==> config.mk <==
export PLATFORM = sky130hd
export DESIGN_NAME = ac_store_ctrl
export DESIGN_NICKNAME = d
export VERILOG_FILES = /design/src/rtl/von_neumann_pkg.sv /design/src/rtl/ac_store_ctrl_ack_timer.sv /design/src/rtl/ac_store_ctrl.sv
export SDC_FILE = /design/constraint.sdc
export NUM_CORES = 1
export LEC_CHECK = 0
export ABC_AREA = 1
export ABC_CLOCK_PERIOD_IN_PS = 2700
export BUFFER_PORTS_ARGS = -buffer_cell sky130_fd_sc_hd__buf_2
export CAP_MARGIN = 20
export CORE_ASPECT_RATIO = 1.2
export CORE_UTILIZATION = 40
export CTS_CLUSTER_DIAMETER = 100
export DETAILED_ROUTE_END_ITERATION = 10
export PLACE_DENSITY = 0.68
export SLEW_MARGIN = 20
export SYNTH_ARGS = -nofsm -noshare
export SYNTH_HDL_FRONTEND = slang
export SYNTH_SLANG_ARGS = --single-unit
==> constraint.sdc <==
create_clock -name clk -period 2.7 [get_ports clk]
set_input_delay 0 -clock clk [delete_from_list [all_inputs] [get_ports clk]]
set_output_delay 0 -clock clk [all_outputs]
set_load 0.02 [all_outputs]
==> src/rtl/von_neumann_pkg.sv <==
// Shared definitions for the von_neumann CPU datapath: default word/address
// widths used by AC and memory, and the store sequencer state encoding.
package von_neumann_pkg;

  localparam int DEF_DATA_W = 16;
  localparam int DEF_ADDR_W = 12;

  typedef enum logic [1:0] {
    ST_IDLE  = 2'd0,
    ST_SETUP = 2'd1,
    ST_WRITE = 2'd2
  } store_state_t;

endpackage : von_neumann_pkg

==> src/rtl/ac_store_ctrl_ack_timer.sv <==
// Clearable, saturating wait counter with a TIMEOUT compare; shared by the
// store and load sequencers to bound acknowledge waits.
module ack_timer #(
  parameter int TIMEOUT = 15
) (
  input  logic clk,
  input  logic rst_n,
  input  logic clr_i,
  input  logic inc_i,
  output logic expired_o
);

  localparam int CNT_W = $clog2(TIMEOUT + 1);
  localparam logic [CNT_W-1:0] LIMIT = CNT_W'(TIMEOUT);
  localparam logic [CNT_W-1:0] LAST  = CNT_W'(TIMEOUT - 1);

  logic [CNT_W-1:0] cnt_q;
  logic [CNT_W-1:0] cnt_d;

  always_comb begin
    // NOTE: every signal assigned here gets a default first, so no path
    // through the block leaves it unassigned and no latch is inferred.
    cnt_d = cnt_q;
    if (clr_i) begin
      cnt_d = '0;
    end else if (inc_i && (cnt_q != LIMIT)) begin
      cnt_d = cnt_q + CNT_W'(1);
    end
  end

  // Flags the increment that takes the count to TIMEOUT.
  assign expired_o = inc_i && !clr_i && (cnt_q >= LAST);

  always_ff @(posedge clk or negedge rst_n) begin
    // NOTE: state registers use non-blocking assignments so every flop
    // samples pre-edge values regardless of block evaluation order.
    if (!rst_n) begin
      cnt_q <= '0;
    end else begin
      cnt_q <= cnt_d;
    end
  end

endmodule : ack_timer

==> src/rtl/ac_store_ctrl.sv <==
// AC write-back sequencer: captures AC data and address on a store request,
// then drives one registered memory write cycle with ack/timeout handling.
module ac_store_ctrl
  import von_neumann_pkg::*;
#(
  parameter int DATA_W  = DEF_DATA_W,
  parameter int ADDR_W  = DEF_ADDR_W,
  parameter int TIMEOUT = 15
) (
  input  logic              clk,
  input  logic              REST_N,
  input  logic              STORE_REQ,
  input  logic [ADDR_W-1:0] STORE_ADDR,
  input  logic [DATA_W-1:0] AC_DATA,
  output logic              BUSY,
  output logic              DONE,
  output logic              ERR,
  output logic [ADDR_W-1:0] MEM_ADDR,
  output logic [DATA_W-1:0] MEM_WDATA,
  output logic              MEM_WE,
  input  logic              MEM_ACK
);

  store_state_t      state_q, state_d;
  logic              busy_q, busy_d;
  logic              done_q, done_d;
  logic              err_q, err_d;
  logic              we_q, we_d;
  logic [ADDR_W-1:0] addr_q, addr_d;
  logic [DATA_W-1:0] wdata_q, wdata_d;

  logic accept;
  logic tmr_inc;
  logic tmr_expired;

  ack_timer #(
    .TIMEOUT (TIMEOUT)
  ) u_ack_timer (
    .clk       (clk),
    .rst_n     (REST_N),
    .clr_i     (accept),
    .inc_i     (tmr_inc),
    .expired_o (tmr_expired)
  );

  always_comb begin
    state_d = state_q;
    done_d  = 1'b0;
    err_d   = err_q;
    addr_d  = addr_q;
    wdata_d = wdata_q;
    accept  = 1'b0;
    tmr_inc = 1'b0;

    unique case (state_q)
      ST_IDLE: begin
        if (STORE_REQ) begin
          accept  = 1'b1;
          state_d = ST_SETUP;
          addr_d  = STORE_ADDR;
          wdata_d = AC_DATA;
          err_d   = 1'b0;
        end
      end
      ST_SETUP: begin
        state_d = ST_WRITE;
      end
      ST_WRITE: begin
        // An ack on the final allowed cycle still counts as success.
        if (MEM_ACK) begin
          state_d = ST_IDLE;
          done_d  = 1'b1;
        end else begin
          tmr_inc = 1'b1;
          if (tmr_expired) begin
            state_d = ST_IDLE;
            done_d  = 1'b1;
            err_d   = 1'b1;
          end
        end
      end
      default: begin
        state_d = ST_IDLE;
      end
    endcase

    // Status flags are registered copies of the next state so that no
    // input reaches an output combinationally.
    busy_d = (state_d != ST_IDLE);
    we_d   = (state_d == ST_WRITE);
  end

  always_ff @(posedge clk or negedge REST_N) begin
    if (!REST_N) begin
      state_q <= ST_IDLE;
      busy_q  <= 1'b0;
      done_q  <= 1'b0;
      err_q   <= 1'b0;
      we_q    <= 1'b0;
      // NOTE: the address/data holding registers are reset too, because the
      // memory port must present all-zero outputs while in reset.
      addr_q  <= '0;
      wdata_q <= '0;
    end else begin
      state_q <= state_d;
      busy_q  <= busy_d;
      done_q  <= done_d;
      err_q   <= err_d;
      we_q    <= we_d;
      addr_q  <= addr_d;
      wdata_q <= wdata_d;
    end
  end

  assign BUSY      = busy_q;
  assign DONE      = done_q;
  assign ERR       = err_q;
  assign MEM_WE    = we_q;
  assign MEM_ADDR  = addr_q;
  assign MEM_WDATA = wdata_q;

endmodule : ac_store_ctrl
==> flow_metrics.env <==
export IMPL_synth_avg_cell_area_sq_um=8.94
export IMPL_drive_gt1_share_pct=29.1
export IMPL_finalPower_uw=2430
export IMPL_drt_wl_total_um=3380
export IMPL_cts_buffer_depth=2
export IMPL_clock_latency_ps=280
export IMPL_clock_sinks=38
export IMPL_netlist_instances=175
export IMPL_drc_errors=0
export IMPL_synth_area_sq_um=1570
export IMPL_fin_crit_sh_pct=58.3
export IMPL_num_rows=24
export IMPL_globalplace_congestion=0.772
export IMPL_dpl_cell_area_sq_um=1890
export IMPL_crit_arrival_ps=1800
export IMPL_max_cap_violations=0
export IMPL_post_cts_buffers=0
export IMPL_final_area_sq_um=2290
export IMPL_rsz0062_at_grt="no"
export IMPL_start_kind="flip-flop"
export IMPL_skew_ps=3.40
export IMPL_grt_use_total_pct=18.7
export IMPL_wl_per_cell_um=10.6
export IMPL_worst_slew_pin_slew_ps=813
export IMPL_avgViaCountPerCell=4.43
export IMPL_htreeDepth=2
export IMPL_p_leak_uw=0.00130
export IMPL_antenna_found_initial=0
export IMPL_dp_hpwl_um=2080
export IMPL_grt_pass1_wl_um=5890
export IMPL_ant_nets=0
export IMPL_initial_core_util_pct=42.4
export IMPL_slew_violations=0
export IMPL_relSlewSlack_pct=45.8
export IMPL_die_area_sq_um=4170
export IMPL_antennaDiodeCount=0
export IMPL_syn2layout_area_growth_pct=46.4
export IMPL_grt_pass1_vias=1365
export IMPL_worst_path_max_fanout=36
export IMPL_cts_root_buf="clkbuf_8"
export IMPL_worst_setup_path_type="reg -> reg"
export IMPL_grt_ovfl_total=0
export IMPL_worstHoldPathType="in -> reg"
export IMPL_power_density_nw_per_um2=1060
export IMPL_period_needed_ps=1580
export IMPL_timing_fmax_mhz=635
export IMPL_clkSlewWorstSetupHoldPaths_ps=70
export IMPL_synth_nets=209
export IMPL_setup_tns_final_ps=0
export IMPL_mostFrequentLayoutCell="nand2_1"
export IMPL_final_cell_mix="nand2_1, buf_2, dfrtp_1, dlygate4sd3_1, nand3_1"
export IMPL_first_iter_violations=39
export IMPL_dpl_worst_slack_ps=1100
export IMPL_grt_max_degree=39
export IMPL_cts_tree="built"
export IMPL_yosysUniqueCellTypes=17
export IMPL_post_cts_resized=0
export IMPL_core_area_sq_um=3690
export IMPL_worst_slack_ps=1120
export IMPL_die_width_um=59.1
export IMPL_cts_made_buffers=5
export IMPL_io_pin_count=64
export IMPL_chipHeight_um=70.5
export IMPL_cp_required_ps=2930
export IMPL_fin_nets=302
export IMPL_num_vias=1416
export IMPL_io_buffers=63
export IMPL_critPathCaptureType="flip-flop"
export IMPL_status="complete, no violations"
export IMPL_yosys_register_bits=38
export IMPL_fin_worst_hold_slack_ps=9.38
export IMPL_finalSetupViolations=0
export IMPL_firstDrtPassIters=5
export IMPL_vdd_drop_max_v=0.000498
export IMPL_synth_seq_area_share_pct=60.8
export IMPL_yosys_warnings=0
export IMPL_hold_viol=0
[cells in the mapped netlist]
| master | n | area (sq um) |
|---|---|---|
| nand2_1 | 98 | 368 |
| dfrtp_1 | 38 | 951 |
| nand3_1 | 10 | 50.1 |
| inv_1 | 6 | 22.5 |
| buf_4 | 3 | 22.5 |
| buf_6 | 3 | 33.8 |
| inv_2 | 3 | 11.3 |
| nor2_1 | 3 | 11.3 |
| ha_1 | 2 | 25.0 |
| nor2_2 | 2 | 12.5 |
| nand2_2 | 1 | 6.26 |
| nand3_4 | 1 | 17.5 |
| nand4_1 | 1 | 6.26 |
| o21ai_0 | 1 | 5.00 |
| o21ai_1 | 1 | 5.00 |
| o21ai_2 | 1 | 8.76 |
| xor2_1 | 1 | 8.76 |
[stage by stage]
stage | utilization [%] | cells
final | 62.1 | 320
after global routing | 62.1 | 320
after CTS | 62.1 | 320
after detailed placement | 51.2 | 284
after global placement | 51.2 | 284
after floorplan | - | 175
[critical path: stages (launching register included)]
cell	delay, ps
dfrtp_1	390
inv_2	90
nand3_4	320
inv_2	520
nand2_1	100
nand2_1	70
[state kept, by name (all words and copies together) (netlist names)]
| register | cells |
|---|---|
| MEM_WDATA | 16 |
| MEM_ADDR | 12 |
| u_ack_timer.cnt_q | 4 |
| state_q | 2 |
| BUSY | 1 |
| DONE | 1 |
| ERR | 1 |
| MEM_WE | 1 |
[report_power, final]
group | switching, uW | internal [uW]
combinational | 658 | 333
clock | 185 | 295
sequential | 139 | 816
total | 981 | 1440
[worst paths after layout]
kind                                               start                        to  slack [ps]  depth (start not counted)
worst max register to register      state_q[0]$_DFF_PN0_  MEM_WDATA[9]$_DFFE_PN0P_        1120                          5
worst max-delay path                state_q[0]$_DFF_PN0_  MEM_WDATA[9]$_DFFE_PN0P_        1120                          5
min in group asynchronous                         REST_N  MEM_WDATA[5]$_DFFE_PN0P_         360                          2
max in group asynchronous                         REST_N   MEM_ADDR[0]$_DFFE_PN0P_        1830                          2
worst min register to register  MEM_WDATA[6]$_DFFE_PN0P_  MEM_WDATA[6]$_DFFE_PN0P_         480                          2
worst min-delay path                             MEM_ACK            DONE$_DFF_PN0_           9                          3
[layout make-up]
cell class	count	area (sq um)
inverter	9	33.8
clock buffer	6	82.6
sequential	38	951
tap	52	65.1
fill	331	1400
multi-input combinational	122	524
clock inverter	1	30.0
timing repair buffer	92	606
[what timing repair did]
action / CTS / global route
hold buffers: 29 / 0
setup endpoints to repair: 0 / 0
hold endpoints to repair: 66 / 0
[layer usage]
metal | share of wire [%] | vias to the layer above | routed length (um) | GRT usage, %
met3 | 4.3 | 5 | 147 | 5.56
met1 | 43 | 651 | 1440 | 22.2
met4 | 1.2 | 0 | 41 | 5.82
li1 | - | 720 | - | -
met5 | 0 | - | 0 | 0
met2 | 52 | 40 | 1750 | 32.1
[logic make-up (layout without fill, tap and decap cells)]
kind of cell               after synthesis  count (layout)  share of synthesized area [%]
and+or+nand+nor                        116             116                           30.1
DFF                                     38              38                           60.8
adders and majority gates                2               2                           1.60
AOI/OAI and AO/OA                        3               3                           1.20
buffers and inverters                   15             108                           5.75
xor gates and xnor gates                 1               1                          0.560
(Power assumes the default switching activity.)
